`config.mk`:
```
export PLATFORM = sky130hd
export DESIGN_NAME = sha256_w_expander_pipe
export DESIGN_NICKNAME = d
export VERILOG_FILES = /design/src/rtl/sha256_pkg.sv /design/src/rtl/sha256_w_step.sv /design/src/rtl/sha256_w_expander_pipe.sv
export SDC_FILE = /design/constraint.sdc
export NUM_CORES = 1
export LEC_CHECK = 0
export CORE_AREA = 2 2 230 323
export DETAILED_ROUTE_END_ITERATION = 10
export DIE_AREA = 0 0 232 325
export PLACE_DENSITY = 0.75
export SYNTH_ARGS = -nofsm -noshare
export SYNTH_HDL_FRONTEND = slang
export SYNTH_HIERARCHICAL = 1
export SYNTH_SLANG_ARGS = --single-unit
```
`constraint.sdc`:
```
create_clock -name clk_i -period 12.8 [get_ports clk_i]
set_clock_uncertainty 0.2 [all_clocks]
set_input_delay 2.56 -clock clk_i [delete_from_list [all_inputs] [get_ports clk_i]]
set_output_delay 2.56 -clock clk_i [all_outputs]
set_load 0.1 [all_outputs]
```
`src/rtl/sha256_pkg.sv`:
```
// Shared SHA-256 schedule types, sigma functions and block unpacking.
// Imported by the message-schedule expander and its word-step logic.
package sha256_pkg;

  localparam int W_WIDTH = 32;

  typedef logic [W_WIDTH-1:0] word_t;

  typedef enum logic {
    IDLE = 1'b0,
    RUN  = 1'b1
  } state_e;

  function automatic word_t sigma0_256(word_t x);
    return {x[6:0], x[31:7]}
         ^ {x[17:0], x[31:18]}
         ^ (x >> 3);
  endfunction

  function automatic word_t sigma1_256(word_t x);
    return {x[16:0], x[31:17]}
         ^ {x[18:0], x[31:19]}
         ^ (x >> 10);
  endfunction

  // W0 sits in the top 32 bits of the padded block.
  function automatic word_t unpack_word(logic [511:0] b, int i);
    return b[511-32*i -: 32];
  endfunction

endpackage

```
`src/rtl/sha256_w_step.sv`:
```
// One schedule word: s1(w14) + w9 + s0(w1) + w0, modulo 2^32.
// Purely combinational; chained across lanes by the expander.
module sha256_w_step
  import sha256_pkg::*;
(
  input  logic [31:0] w0_i,
  input  logic [31:0] w1_i,
  input  logic [31:0] w9_i,
  input  logic [31:0] w14_i,
  output logic [31:0] w_o
);

  assign w_o = sigma1_256(w14_i) + w9_i
             + sigma0_256(w1_i) + w0_i;

endmodule

```
`src/rtl/sha256_w_expander_pipe.sv`:
```
// SHA-256 message-schedule expander, WPB words per beat.
// A 16-word sliding window produces new words on the fly.
module sha256_w_expander_pipe
  import sha256_pkg::*;
#(
  parameter int WPB    = 1,
  parameter int ROUNDS = 64
) (
  input  logic               clk_i,
  input  logic               rst_ni,
  input  logic               in_valid_i,
  output logic               in_ready_o,
  input  logic [511:0]       block_i,
  input  logic               abort_i,
  output logic               out_valid_o,
  input  logic               out_ready_i,
  output logic [32*WPB-1:0]  out_words_o,
  output logic [5:0]         out_index_o,
  output logic               out_last_o,
  output logic               busy_o
);

  localparam logic [5:0] LAST_IDX = 6'(ROUNDS - WPB);
  localparam logic [5:0] STEP     = 6'(WPB);

  state_e     state_q, state_d;
  logic [5:0] idx_q, idx_d;
  word_t      win_q [16];
  word_t      win_d [16];
  word_t      nw    [WPB];
  word_t      shf   [16];

  logic run, last;

  assign run  = (state_q == RUN);
  assign last = run && (idx_q == LAST_IDX);

  // Lanes j >= 2 take their s1 argument from lane j-2 of this cycle.
  for (genvar j = 0; j < WPB; j++) begin : g_step
    word_t s1_arg;
    word_t w_new;
    if (j < 2) begin : g_win
      assign s1_arg = win_q[14+j];
    end else begin : g_chain
      assign s1_arg = g_step[j-2].w_new;
    end
    sha256_w_step u_step (
      .w0_i  (win_q[j]),
      .w1_i  (win_q[j+1]),
      .w9_i  (win_q[j+9]),
      .w14_i (s1_arg),
      .w_o   (w_new)
    );
    assign nw[j] = w_new;
    assign out_words_o[32*(WPB-1-j) +: 32] = win_q[j];
  end

  for (genvar i = 0; i < 16; i++) begin : g_shf
    if (i + WPB < 16) begin : g_old
      assign shf[i] = win_q[i+WPB];
    end else begin : g_new
      assign shf[i] = nw[i+WPB-16];
    end
  end

  always_comb begin
    state_d = state_q;
    idx_d   = idx_q;
    win_d   = win_q;
    if (abort_i) begin
      state_d = IDLE;
      idx_d   = '0;
    end else begin
      unique case (state_q)
        IDLE: begin
          if (in_valid_i) begin
            for (int i = 0; i < 16; i++)
              win_d[i] = unpack_word(block_i, i);
            state_d = RUN;
          end
        end
        RUN: begin
          if (out_ready_i) begin
            if (last) begin
              idx_d = '0;
              if (in_valid_i) begin
                for (int i = 0; i < 16; i++)
                  win_d[i] = unpack_word(block_i, i);
              end else begin
                state_d = IDLE;
              end
            end else begin
              win_d = shf;
              idx_d = idx_q + STEP;
            end
          end
        end
        default: state_d = IDLE;
      endcase
    end
  end

  always_ff @(posedge clk_i or negedge rst_ni) begin
    if (!rst_ni) begin
      state_q <= IDLE;
      idx_q   <= '0;
      for (int i = 0; i < 16; i++)
        win_q[i] <= '0;
    end else begin
      state_q <= state_d;
      idx_q   <= idx_d;
      win_q   <= win_d;
    end
  end

  assign in_ready_o  = rst_ni & ~abort_i
                     & (~run | (last & out_ready_i));
  assign out_valid_o = run;
  assign busy_o      = run;
  assign out_index_o = idx_q;
  assign out_last_o  = last;

endmodule

```
==> impl_metrics.toml <==
[clocking]
cts.repair.resized = 0
clk_pin_slew_worst_paths_ns = 0.06
numClockSinks = 519
postCtsSetupBuffers = 0
htreeDepth = 2
clock_latency_ns = 0.63
cts_buffers = 54
cts_hold_buf = 0
cts_tree = "yes"
root_buffer = "clkbuf_16"
cts_buffer_depth = 3

[timing]
max_freq_ghz = 0.121
tns_ns = 0
slew_viol_final = 0
hold_slack_ns = 0.320
rsz0062_at_grt = "no"
period_needed_ns = 8.25
hold_violations = 0
setup_viol = 0
worst_pin_slew_ns = 1.18
slew_headroom = 0.212
period_share = 0.644

[setup_path]
endpoint_kind = "output pin"
critical_path_buf_inv_count = 2
cpMostUsedCell = "clkdlybuf4s50_1"
crit_type = "input port to output pin"
worstPathCellList = "clkdlybuf4s50_1 -> a21oi_4 -> and3_1 -> clkdlybuf4s50_1"
crit_slowest_cell = "clkdlybuf4s50_1"
arrival_ns = 5.49
cp.required_ns = 10.04
cp_max_fo = 36
cp-start-kind = "input port"
cp_top_family = "buffers and inverters"
cp_slowest_stage_delay_ns = 1.15

[pwr]
p_total_mw = 9.85
p_leak_nw = 19.6
powerDensity_nw_per_um2 = 247
max-vdd-ir-drop_mv = 0.215

[layout]
n_fill_cell = 6481
fin_nets = 4376
area_delta_synth_final_pct = 23.5
drive_gt1_frac = 0.0326
multi_input_area_um2 = 15600
utilization = 0.551
layout_common_cells = "inv_1, clkdlybuf4s50_1, dfrtp_1"
regArea_um2 = 13000
layout_commonest_cell = "inv_1"

[floorplanning]
die_h_um = 325
num_io_pins = 559
row_count = 117
start_util = 0.446
die_w_um = 232
dieArea_um2 = 75400
core_um2 = 72500

[placed_design]
dp_hpwl_um = 81300
port_buffers = 558
gp_congestion = 0.937

[detailed_routing]
drc = 0
firstDrtPassIters = 5
ant_nets = 0
finalWirelength_um = 109000
via_per_inst = 5.32
drt_iter0_drc = 2437
routedWlPerCell_um = 22.9
num_vias = 25399

[global_routing]
grt_max_degree = 217
grt-ovfl-total = 0
grtUsageTotal = 0.285
grt_pass1_vias = 25537
grt_pass1_wl_um = 160000
antenna_found_initial = 13

[min_path]
holdCritPathClass = "flop to flop"

[yosys]
yosys_warnings = 6
synthArstFlopShare = 1.00
synthesis.area_um2 = 32300
ys_seq_area_frac = 0.402
syn_avg_cell_area_um2 = 9.62
synth.ff_latch_count = 519
syn-num-nets = 3970
synth_edf_count = 0
synthDistinctLibCells = 54
ys.flop_type = "dfrtp_1"
syn_inst = 3359

[flow_run]
drv_cap = 0

[run_status]
status = "complete, no violations"
==> through the flow <==
stage,setup slack [ns],area [um2],cells
5_1_grt,4.44,39900,4770
2_1_floorplan,5.97,32300,3359
3_5_place_dp,4.56,38000,4661
3_3_place_gp,4.56,38000,4661
4_1_cts,4.55,39900,4759
6_report,4.55,39900,4772
==> report_power, final <==
part,switching (mW),internal [mW],total (mW)
Sequential,0.245,2.02,2.27
Clock,0.707,0.948,1.66
Combinational,3.68,2.24,5.93
Total,4.64,5.21,9.85
==> cell families after synthesis <==
| logic type | after synthesis | synth area share |
|---|---|---|
| adders and majority gates | 94 | 0.0508 |
| muxes | 512 | 0.159 |
| DFF | 519 | 0.402 |
| AOI/OAI and AO/OA | 611 | 0.156 |
| and+or+nand+nor | 605 | 0.0764 |
| xor gates and xnor gates | 148 | 0.0401 |
| buffers and inverters | 870 | 0.116 |
==> layout make-up <==
cell class | instances | share of cell area
diodes | 13 | 0.000815
clock buffers | 79 | 0.0400
clock inverters | 19 | 0.00590
inverters | 637 | 0.0599
multi-input cells | 1970 | 0.391
flip-flops and latches | 519 | 0.326
well taps | 952 | 0.0299
repair buffers | 583 | 0.147
==> metal layers <==
metal / GRT usage / wire (um) / vias up
met1: 0.360 / 43800 / 12254
li1: - / - / 11965
met2: 0.467 / 52300 / 976
met4: 0.161 / 6710 / 4
met3: 0.0390 / 6410 / 200
met5: 0 / 21 / -
==> cells in the mapped netlist (3+ instances only) <==
cell         n  area (um2)
nor2_1      17        63.8
buf_6       52         586
and2_1      35         219
o2bb2ai_1  480        4200
a21oi_1     38         190
xnor2_1     88         771
nand4_1      5        31.3
fa_1        62        1240
a221oi_1     3        26.3
o21ai_0      6        30.0
nor4_1       3        18.8
o31ai_1      4        30.0
o21ai_1     10        50.1
clkbuf_1   104         390
or3_1        3        18.8
o21bai_1     3        22.5
and3_1       6        37.5
buf_2       75         375
nand2_1    510        1910
dfrtp_1    519       13000
ha_1        32         400
o22ai_1     32         200
xor2_1      60         526
nor3_1       6        30.0
nand3_1      6        30.0
a21o_1      10        75.1
o21a_1       3        22.5
a31oi_1      6        37.5
inv_1      637        2390
mux2i_1    512        5120
==> final timing paths <==
| check | end | cells past startpoint | slack (ns) | from |
|---|---|---|---|---|
| max | in_ready_o | 4 | 4.55 | abort_i |
| min | shf[281] | 2 | 0.32 | shf[281] |
| max reg2reg | shf[389] | 9 | 7.68 | out_index_o[0] |
| min reg2reg | shf[281] | 2 | 0.32 | shf[281] |
| max in group asynchronous | shf[365] | 4 | 7.66 | rst_ni |
| min in group asynchronous | shf[51] | 1 | 1.77 | rst_ni |
==> state kept, by name, summed over array words and instances (netlist names) <==
signal and flops:
shf 448, busy_o 1, out_words_o 32, g_step.s1_arg 32, out_index_o 6
==> worst register-to-register path: cells and delay by family (launching register included) <==
kind                     cells  cell delay [ns]
AND/OR/NAND/NOR              1             0.16
flip-flops                   1             0.41
buffers and inverters        4             3.16
adder cells (fa/ha/maj)      1             0.22
AO/OA/AOI/OAI                2             0.33
multiplexers                 1             0.56
(Power assumes the default switching activity.)
